### src/rtl/axistream_forwarder.sv
// Packet-memory reader: streams len words of the granted buffer out as AXI-Stream, pulses done when the packet has left.
// Latency: first rd_en 1 cycle after the grant, first tvalid 2 cycles later; reads are credit-limited by a 2-entry output buffer.
module axistream_forwarder #(
  parameter int SNOOP_FWD_ADDR_WIDTH = 9,
  parameter int DATA_WIDTH           = 64,
  parameter int PLEN_WIDTH           = 10
) (
  input  logic                            clk,
  input  logic                            rst_n,
  input  logic                            ready_for_forwarder,
  input  logic [PLEN_WIDTH-1:0]           len_to_forwarder,
  output logic [SNOOP_FWD_ADDR_WIDTH-1:0] forwarder_rd_addr,
  output logic                            forwarder_rd_en,
  input  logic [DATA_WIDTH-1:0]           forwarder_rd_data,
  output logic                            forwarder_done,
  output logic [DATA_WIDTH-1:0]           m_axis_tdata,
  output logic                            m_axis_tvalid,
  input  logic                            m_axis_tready,
  output logic                            m_axis_tlast
);

  localparam logic [1:0] IDLE   = 2'd0;
  localparam logic [1:0] STREAM = 2'd1;
  localparam logic [1:0] DONE   = 2'd2;

  localparam logic [PLEN_WIDTH-1:0] ONE = 1;

  logic [1:0]            state;
  logic [PLEN_WIDTH-1:0] len_r;
  logic [PLEN_WIDTH-1:0] rd_ptr;
  logic                  in_flight;
  logic                  in_flight_last;

  logic                  head_vld;
  logic                  head_last;
  logic [DATA_WIDTH-1:0] head_dat;
  logic                  tail_vld;
  logic                  tail_last;
  logic [DATA_WIDTH-1:0] tail_dat;

  logic                  pop;
  logic                  push;
  logic                  issue;
  logic [2:0]            credit_used;

  assign pop  = head_vld & m_axis_tready;
  assign push = in_flight;

  // Words already buffered plus the one returning this cycle must leave room for the new read.
  assign credit_used = {2'b00, head_vld} + {2'b00, tail_vld} + {2'b00, in_flight};
  assign issue       = (state == STREAM) && (rd_ptr < len_r) &&
                       (credit_used < (3'd2 + {2'b00, pop}));

  assign forwarder_rd_en   = issue;
  assign forwarder_rd_addr = rd_ptr[SNOOP_FWD_ADDR_WIDTH-1:0];
  assign forwarder_done    = (state == DONE);

  assign m_axis_tdata  = head_dat;
  assign m_axis_tvalid = head_vld;
  assign m_axis_tlast  = head_last;

  always_ff @(posedge clk or negedge rst_n) begin
    if (!rst_n) begin
      state          <= IDLE;
      len_r          <= '0;
      rd_ptr         <= '0;
      in_flight      <= 1'b0;
      in_flight_last <= 1'b0;
    end else begin
      in_flight      <= issue;
      in_flight_last <= issue && (rd_ptr == len_r - ONE);
      case (state)
        IDLE: begin
          if (ready_for_forwarder) begin
            len_r  <= len_to_forwarder;
            rd_ptr <= '0;
            state  <= (len_to_forwarder == '0) ? DONE : STREAM;
          end
        end
        STREAM: begin
          if (issue) begin
            rd_ptr <= rd_ptr + ONE;
          end
          if (pop && head_last) begin
            state <= DONE;
          end
        end
        DONE:    state <= IDLE;
        default: state <= IDLE;
      endcase
    end
  end

  // Output buffer: head is the stream register, tail only fills while the head is stalled.
  always_ff @(posedge clk or negedge rst_n) begin
    if (!rst_n) begin
      head_vld  <= 1'b0;
      head_last <= 1'b0;
      head_dat  <= '0;
      tail_vld  <= 1'b0;
      tail_last <= 1'b0;
      tail_dat  <= '0;
    end else if (pop) begin
      if (tail_vld) begin
        head_dat  <= tail_dat;
        head_last <= tail_last;
        tail_vld  <= push;
        if (push) begin
          tail_dat  <= forwarder_rd_data;
          tail_last <= in_flight_last;
        end
      end else begin
        head_vld <= push;
        if (push) begin
          head_dat  <= forwarder_rd_data;
          head_last <= in_flight_last;
        end
      end
    end else if (push) begin
      if (head_vld) begin
        tail_vld  <= 1'b1;
        tail_dat  <= forwarder_rd_data;
        tail_last <= in_flight_last;
      end else begin
        head_vld  <= 1'b1;
        head_dat  <= forwarder_rd_data;
        head_last <= in_flight_last;
      end
    end
  end

endmodule
### config.mk
export PLATFORM = sky130hd
export DESIGN_NAME = axistream_forwarder
export DESIGN_NICKNAME = d
export VERILOG_FILES = /design/src/rtl/axistream_forwarder.sv
export SDC_FILE = /design/constraint.sdc
export NUM_CORES = 1
export LEC_CHECK = 0
export CAP_MARGIN = 20
export CORE_ASPECT_RATIO = 0.5
export CORE_MARGIN = 8
export CORE_UTILIZATION = 55
export DETAILED_ROUTE_END_ITERATION = 6
export GPL_TIMING_DRIVEN = 0
export PLACE_DENSITY = 0.86
export SYNTH_ARGS = -nofsm -noshare
export SYNTH_HDL_FRONTEND = slang
export SYNTH_SLANG_ARGS = --single-unit
### constraint.sdc
create_clock -name clk -period 6.17 [get_ports clk]
set_input_delay 1.851 -clock clk [delete_from_list [all_inputs] [get_ports clk]]
set_output_delay 1.851 -clock clk [all_outputs]
set_load 0.01 [all_outputs]
==> results.yml, run 1 <==
run_status:
  status: "complete, no violations"
floorplanning:
  io-pin-count: 155
  core_sq_um: 12700
  die_height_um: 96.6
  num_rows: 29
  fp.dieArea_sq_um: 17100
  initial_core_util: 0.564
  die_x_um: 177
drt:
  drt_iter0_drc: 411
  num_vias: 5423
  ant_nets: 0
  detail_route.vias_per_cell: 5.51
  wl_per_cell_um: 17.9
  drt_wl_total_um: 17600
  drc: 0
  first_pass_iters: 5
clock_network:
  tritoncts: "built"
  cts.sinks: 156
  worstSkewPairLatency_ns: 0.42
  cts.repair.resized: 0
  clockBufferDepth: 2
  post_cts_buffers: 0
  cts_buffers: 17
  hold_buffers: 0
  clkTransAtPathRegs_ns: 0.06
  cts_max_level: 4
  cts-root-buf: "clkbuf_16"
worst_setup_path:
  path_common_cell: "clkdlybuf4s50_1"
  slowest_delay_ns: 0.56
  arrival_ns: 3.97
  critical_path_class: "primary input to output port"
  start_kind: "primary input"
  cp_slowest_cell: "clkdlybuf4s50_1"
  worstPathCellList: "clkdlybuf4s50_1 > nand2_1 > o21ai_1 > nand4_1 > clkbuf_1 > inv_1 > clkdlybuf4s50_1"
  worst-path-buf-inv: 4
  crit_required_ns: 4.32
  cp_top_family: "buffers and inverters"
  worst_setup_path_end_kind: "output port"
  path_max_fanout: 10
timing:
  hold_violations: 0
  fin_crit_ns: 5.82
  fin_setup_tns_ns: 0
  tightest_slew_ns: 0.795
  rsz0062_at_grt: "no"
  worst_clock_skew_ns: 0.0120
  finalSetupViolations: 0
  fmax_mhz: 172
  timing.final.crit_share: 0.944
  slew_headroom: 0.470
  slew_violations: 0
logic_synthesis:
  synthAdderAreaFrac: 0.0238
  synth-edff-count: 0
  muxShareOfSynthArea: 0.193
  synth_common_cells: "dfrtp_1, o21ai_0, nand2_1"
  synth_area_sq_um: 7150
  synth.largest_area_cell: "dfrtp_1"
  synth.most_common_cell: "dfrtp_1"
  synthArstFlopShare: 1.00
  synth_xor_area_frac: 0.00735
  ys_seq_elements: 156
  synth_top_area_frac: 0.546
  synthSimpleGateAreaFrac: 0.0910
  ys_top_cells_by_area: "dfrtp_1, mux2_2, mux2i_1"
  ys_seq_area_frac: 0.546
  synth_cells: 627
  synth-compound-area-share: 0.0984
  mappedNetlistNets: 718
  synth.avg_cell_area_sq_um: 11.4
  yosysUniqueCellTypes: 49
  synth_top_family_by_area: "multiplexers"
  synthFlopType: "dfrtp_1"
  yosys_warnings: 0
power_and_ir_drop:
  p_clk_frac: 0.212
  pwr-share-seq: 0.355
  sw_frac_of_total: 0.358
  max-vdd-ir-drop_mv: 0.265
  power.leakage_nw: 4.39
  p_total_mw: 5.18
  p_sw_mw: 1.86
  intPower_mw: 3.32
  cellPowerDensity_nw_per_um2: 542
  power_frac_comb: 0.433
global_routing:
  grt_pass1_wl_um: 29100
  antenna_found_initial: 0
  grt_remaining_overflow: 0
  grtUsageTotal: 0.208
  grt_max_degree: 88
  grt_pass1_vias: 5782
finish:
  antennaDiodeCount: 0
  nFillCells: 816
  areaGrowthSynthToFinish_pct: 33.6
  drive_gt1_frac: 0.162
  fin_nets: 892
  fin_util: 0.754
min_path:
  hold_class: "flip-flop to flip-flop"
run:
  cap_violations: 0
placement:
  gp_congestion: 0.884
  port_buffers: 154
  dp_hpwl_um: 12600
==> worst register-to-register path, cell delays in order (launching register included) <==
cell and delay, ns:
dfrtp_1 0.41, inv_1 0.12, ha_1 0.33, and4_1 0.18, o31ai_1 0.32, nand4_1 0.29, clkbuf_1 0.30, o211ai_1 0.23
o31ai_1 0.09
==> final cells by class <==
type	count	area, sq um	area share
timing repair buffer	155	1570	0.164
inverter	15	56.3	0.00589
multi-input combinational	410	2960	0.310
sequential	156	3900	0.409
clock buffer	18	439	0.0460
buffer	46	229	0.0240
clock inverter	14	183	0.0191
tap	170	213	0.0223
==> metal layers <==
metal	vias up	GRT usage	share of wire
met3	25	0.0431	0.043
met5	-	0	0
met2	146	0.374	0.53
met4	0	0.0629	0.016
met1	2700	0.244	0.41
li1	2552	-	-
==> sequential cells by signal (all words and copies together) (netlist names), 2 cells and up <==
register and cells:
len_r 10, tail_dat 64, rd_ptr 10, state 2, m_axis_tdata 64
==> power groups by stage <==
stage	logic (mW)	registers, mW	clock network (mW)
after global routing	2.46	1.89	1.16
final	2.24	1.84	1.10
after floorplan	1.26	1.88	0
after CTS	2.26	1.83	1.12
after global placement	2.16	1.82	0
after detailed placement	2.25	1.85	0
==> cell usage in the layout (no fill, tap or decap), types with 5 or more instances in the layout <==
master / count
nand3_1: 9
mux2_2: 65
mux2i_1: 65
inv_1: 15
o31ai_1: 6
buf_4: 9
inv_6: 5
clkdlybuf4s50_1: 153
and3_1: 7
o21ai_0: 89
ha_1: 12
clkbuf_1: 18
nor2_1: 7
a21oi_1: 6
dfrtp_1: 156
clkbuf_16: 17
nand2b_1: 5
buf_2: 17
nand2_1: 86
==> stage by stage <==
step	cells	worst slack [ns]	hold slack (ns)	instance area, sq um
after floorplan	627	1.79	0.479	7150
after global placement	951	-2.93	0.460	8900
after detailed placement	952	0.338	0.469	8930
after CTS	984	0.329	0.483	9550
after global routing	984	0.187	0.497	9550
final	984	0.346	0.477	9550
==> final timing paths <==
check,cells after the start,slack [ns],end,start
setup / recovery,7,0.35,forwarder_rd_en,m_axis_tready
hold / removal,2,0.48,m_axis_tdata[43],m_axis_tdata[43]
setup reg to reg,8,3.78,rd_ptr[8],len_r[5]
hold reg to reg,2,0.48,m_axis_tdata[43],m_axis_tdata[43]
max in group asynchronous,2,3.89,m_axis_tdata[33],rst_n
min in group asynchronous,1,1.43,rd_ptr[0],rst_n
==> cells by family after synthesis <==
group | Yosys count
fa+ha+maj | 13
xor+xnor | 6
flops | 156
mux | 130
buf+inv | 61
compound gates | 124
simple gates | 137
Note: power is estimated with default switching activity, not from simulation.
==> run 2: changes to the inputs <==
--- a/config.mk
+++ b/config.mk
@@ -9,8 +9,8 @@
 export CORE_ASPECT_RATIO = 0.5
 export CORE_MARGIN = 8
-export CORE_UTILIZATION = 55
+export CORE_UTILIZATION = 40
 export DETAILED_ROUTE_END_ITERATION = 6
 export GPL_TIMING_DRIVEN = 0
-export PLACE_DENSITY = 0.86
+export PLACE_DENSITY = 0.65
 export SYNTH_ARGS = -nofsm -noshare
 export SYNTH_HDL_FRONTEND = slang
==> constraint.sdc (replaced) <==
create_clock -name clk -period 6.17 [get_ports clk]
set_input_delay 1.851 -clock clk [delete_from_list [all_inputs] [get_ports clk]]
set_output_delay 1.851 -clock clk [all_outputs]
set_load 0.005 [all_outputs]
==> run 2 against run 1 <==
Effect of this change:
- routed wire length down 1.7%
- largest cell class unchanged
- maximum frequency up 1.0%
- clock power down 10%
- sequential share of layout area down 0.091 points
- via count down 3.5%
- combinational power down 5%
- global-route usage down 5.2 points
- core utilization down 21 points
- clock skew down 0.0017 ns
- critical path depth unchanged
- final cell count up 6.5%
- hold slack about the same
==> results.yml, run 2 (synthesis gave the netlist of run 1 again) <==
run_status:
  status: "complete, no violations"
power_and_ir_drop:
  pwr-share-seq: 0.370
  p_sw_mw: 1.72
  max-vdd-ir-drop_mv: 0.228
  p_clk_frac: 0.200
  intPower_mw: 3.21
  power.leakage_nw: 4.37
  sw_frac_of_total: 0.349
  cellPowerDensity_nw_per_um2: 515
  power_frac_comb: 0.431
run:
  cap_violations: 0
timing:
  slew_violations: 0
  timing.final.crit_share: 0.935
  worst_clock_skew_ns: 0.0103
  slew_headroom: 0.474
  fmax_mhz: 173
  tightest_slew_ns: 0.790
  hold_violations: 0
  fin_crit_ns: 5.77
  finalSetupViolations: 0
  fin_setup_tns_ns: 0
  hold_ws_ns: 0.477
  rsz0062_at_grt: "no"
worst_setup_path:
  path_max_fanout: 10
  critical_path_class: "primary input to output port"
  r2r_setup_slack_ns: 3.85
  worstPathCellList: "clkdlybuf4s50_1 > nand2_1 > o21ai_1 > nand4_1 > clkbuf_1 > inv_1 > clkdlybuf4s50_1"
  worst_setup_path_end_kind: "output port"
  crit_required_ns: 4.32
  slowest_delay_ns: 0.57
  start_kind: "primary input"
  arrival_ns: 3.92
  worst-path-buf-inv: 4
  cp_top_family: "buffers and inverters"
  cp_slowest_cell: "clkdlybuf4s50_1"
  path_common_cell: "clkdlybuf4s50_1"
finish:
  drive_gt1_frac: 0.162
  antennaDiodeCount: 0
  nFillCells: 1533
  final_cell_mix: "dfrtp_1, clkdlybuf4s50_1, o21ai_0"
  fin_nets: 892
  final_common_cell: "dfrtp_1"
  multiInputGateArea_sq_um: 2960
  fin_util: 0.549
  register_area_sq_um: 3900
  areaGrowthSynthToFinish_pct: 33.9
floorplanning:
  fp.dieArea_sq_um: 22700
  num_rows: 34
  core_sq_um: 17400
  die_height_um: 111
  initial_core_util: 0.410
  io-pin-count: 155
  die_x_um: 205
global_routing:
  antenna_found_initial: 1
  grt_pass1_wl_um: 28500
  grt_pass1_vias: 5338
  grt_max_degree: 89
  grt_remaining_overflow: 0
  grtUsageTotal: 0.156
drt:
  num_vias: 5234
  ant_nets: 0
  drc: 0
  drt_wl_total_um: 17300
  first_pass_iters: 4
  detail_route.vias_per_cell: 4.99
  drt_iter0_drc: 192
  wl_per_cell_um: 16.5
clock_network:
  cts-root-buf: "clkbuf_16"
  clkTransAtPathRegs_ns: 0.06
  worstSkewPairLatency_ns: 0.42
  tritoncts: "built"
  post_cts_buffers: 0
  clockBufferDepth: 2
  cts.sinks: 156
  cts_buffers: 17
  cts.repair.resized: 0
  cts_max_level: 4
  hold_buffers: 0
placement:
  gp_congestion: 0.849
  port_buffers: 154
  dp_hpwl_um: 12700
min_path:
  hold_class: "flip-flop to flip-flop"
==> run 2: metal layers <==
layer,part of all wire,vias up,GRT usage
li1,-,2555,-
met4,0.0095,2,0.0431
met2,0.52,79,0.273
met1,0.43,2582,0.188
met5,0.00058,-,0
met3,0.037,16,0.0388
==> run 2: worst min-delay path: stages (launching register included) <==
cell	delay, ns
dfrtp_1	0.34
nand2_1	0.04
o21ai_0	0.06
==> run 2: layout make-up <==
type                    count  share of cell area
plain buffers              46              0.0239
well taps                 234              0.0306
repair buffers            155               0.164
multi-input cells         410               0.309
flip-flops and latches    156               0.408
clock buffers              19              0.0473
inverters                  15             0.00588
clock inverters            13              0.0111
==> run 2: per-stage QoR <==
step	power, mW	area, sq um	instances	worst slack [ns]
after floorplan	3.04	7150	627	1.82
after global placement	3.94	8980	1015	-3.21
after detailed placement	4.00	9010	1016	0.423
after CTS	5.02	9570	1048	0.385
after global routing	5.31	9570	1048	0.299
final	4.93	9570	1048	0.404
==> run 2: path summary, 6_finish.rpt <==
check | start | depth (start not counted) | endpoint
setup / recovery | m_axis_tready | 7 | forwarder_rd_en
hold / removal | m_axis_tdata[19] | 2 | m_axis_tdata[19]
setup reg to reg | len_r[3] | 8 | rd_ptr[8]
hold reg to reg | m_axis_tdata[19] | 2 | m_axis_tdata[19]
max in group asynchronous | rst_n | 2 | m_axis_tdata[39]
min in group asynchronous | rst_n | 1 | rd_ptr[2]
==> run 2: power groups by stage <==
stage                     registers, mW  logic [mW]  clock network [mW]
after global routing               1.89        2.36                1.06
after floorplan                    1.80        1.25                   0
after detailed placement           1.85        2.16                   0
after global placement             1.83        2.11                   0
final                              1.82        2.12               0.985
after CTS                          1.83        2.17                1.02
==> run 3: changes to the inputs <==
- PLACE_DENSITY: 0.65 -> 0.63
- TNS_END_PERCENT: default -> 20
==> run 3 against run 2 <==
Effect of this change:
- core utilization grew 0.057 points
- final cell count is the same
- clock power is essentially flat
- combinational power is essentially flat
- critical path type unchanged
- largest cell class unchanged
==> results.yml, run 3 (synthesis gave the netlist of run 1 again) <==
drt:
  drt_wl_total_um: 17600
  first_pass_iters: 4
  ant_nets: 0
  num_vias: 5192
  drc: 0
  detail_route.vias_per_cell: 4.95
  drt_iter0_drc: 172
  wl_per_cell_um: 16.8
worst_setup_path:
  worstPathCellList: "clkdlybuf4s50_1 > nand2_1 > o21ai_1 > nand4_1 > clkbuf_1 > inv_1 > clkdlybuf4s50_1"
  path_max_fanout: 10
  path_common_cell: "clkdlybuf4s50_1"
  cp_top_family: "buffers and inverters"
  crit_required_ns: 4.32
  worst_setup_path_end_kind: "output port"
  worst-path-buf-inv: 4
  critical_path_class: "primary input to output port"
  start_kind: "primary input"
  arrival_ns: 3.98
  slowest_delay_ns: 0.57
  r2r_setup_slack_ns: 3.82
  cp_slowest_cell: "clkdlybuf4s50_1"
floorplanning:
  initial_core_util: 0.410
  core_sq_um: 17400
  die_height_um: 111
  num_rows: 34
  fp.dieArea_sq_um: 22700
  io-pin-count: 155
  die_x_um: 205
clock_network:
  post_cts_buffers: 0
  tritoncts: "built"
  worstSkewPairLatency_ns: 0.41
  cts-root-buf: "clkbuf_16"
  cts_buffers: 17
  clockBufferDepth: 2
  hold_buffers: 0
  cts_max_level: 4
  clkTransAtPathRegs_ns: 0.06
  cts.sinks: 156
  cts.repair.resized: 0
timing:
  setup_ws_ns: 0.337
  hold_violations: 0
  timing.final.crit_share: 0.945
  slew_violations: 0
  finalSetupViolations: 0
  fmax_mhz: 171
  tightest_slew_ns: 0.833
  hold_ws_ns: 0.477
  fin_crit_ns: 5.83
  worst_clock_skew_ns: 0.0118
  slew_headroom: 0.445
  rsz0062_at_grt: "no"
min_path:
  hold_class: "flip-flop to flip-flop"
power_and_ir_drop:
  pwr-share-seq: 0.367
  p_clk_frac: 0.204
  p_sw_mw: 1.72
  intPower_mw: 3.24
  cellPowerDensity_nw_per_um2: 518
  power_frac_comb: 0.429
  max-vdd-ir-drop_mv: 0.255
  power.leakage_nw: 4.37
  sw_frac_of_total: 0.346
placement:
  dp_hpwl_um: 12800
  port_buffers: 154
  pre_cts_ws_ns: 0.380
  gp_congestion: 0.830
  place_inst: 1016
finish:
  instances_no_fill: 1048
  final_cell_mix: "dfrtp_1, clkdlybuf4s50_1, o21ai_0"
  antennaDiodeCount: 0
  final_common_cell: "dfrtp_1"
  nFillCells: 1550
  fin_util: 0.549
  fin_nets: 892
  areaGrowthSynthToFinish_pct: 34.1
  drive_gt1_frac: 0.161
global_routing:
  grt_remaining_overflow: 0
  grt_pass1_vias: 5405
  grtUsageTotal: 0.155
  antenna_found_initial: 0
  grt_pass1_wl_um: 28600
  grt_max_degree: 84
run_status:
  status: "complete, no violations"
run:
  cap_violations: 0
run 3: metrics by stage:
stage	total power, mW	cell area (sq um)	setup TNS [ns]
finish	4.96	9580	0
global route	5.33	9580	0
CTS	5.03	9580	0
detailed placement	4.01	9010	0
global placement	3.94	8980	-505.92
floorplan	3.04	7150	0
run 3: layout make-up:
cell class	instances	area, sq um	area share
Timing Repair Buffer	155	1570	0.164
Multi-Input combinational cell	410	2960	0.309
Buffer	46	229	0.0239
Sequential cell	156	3900	0.407
Tap cell	234	293	0.0305
Inverter	15	56.3	0.00587
Clock inverter	12	113	0.0117
Clock buffer	20	457	0.0477
run 3: metal layers:
metal / GRT usage / share of wire / vias to the layer above
met5: 0 / 0 / -
met4: 0.0393 / 0.0070 / 0
met3: 0.0300 / 0.038 / 8
met2: 0.275 / 0.52 / 87
met1: 0.191 / 0.44 / 2546
li1: - / - / 2551
run 3: worst register-to-register path, cell delays in order (launching register included):
cell and delay [ns]:
dfrtp_1 0.45, inv_1 0.10, ha_1 0.29, and4_1 0.19, o31ai_1 0.32, nand4_1 0.26
clkbuf_1 0.30, o211ai_1 0.23, o31ai_1 0.09
run 3: final timing paths:
kind / depth (start not counted) / end / from
worst max-delay path: 7 / forwarder_rd_en / m_axis_tready
worst min-delay path: 2 / m_axis_tdata[40] / m_axis_tdata[40]
worst max register to register: 8 / rd_ptr[8] / len_r[3]
worst min register to register: 2 / m_axis_tdata[40] / m_axis_tdata[40]
max in group asynchronous: 2 / m_axis_tdata[40] / rst_n
min in group asynchronous: 1 / rd_ptr[2] / rst_n
run 3: power groups by stage:
stage / Clock, mW / Sequential, mW / Combinational (mW)
floorplan: 0 / 1.80 / 1.25
global placement: 0 / 1.83 / 2.11
detailed placement: 0 / 1.84 / 2.16
CTS: 1.03 / 1.83 / 2.17
global route: 1.08 / 1.89 / 2.36
finish: 1.01 / 1.82 / 2.13
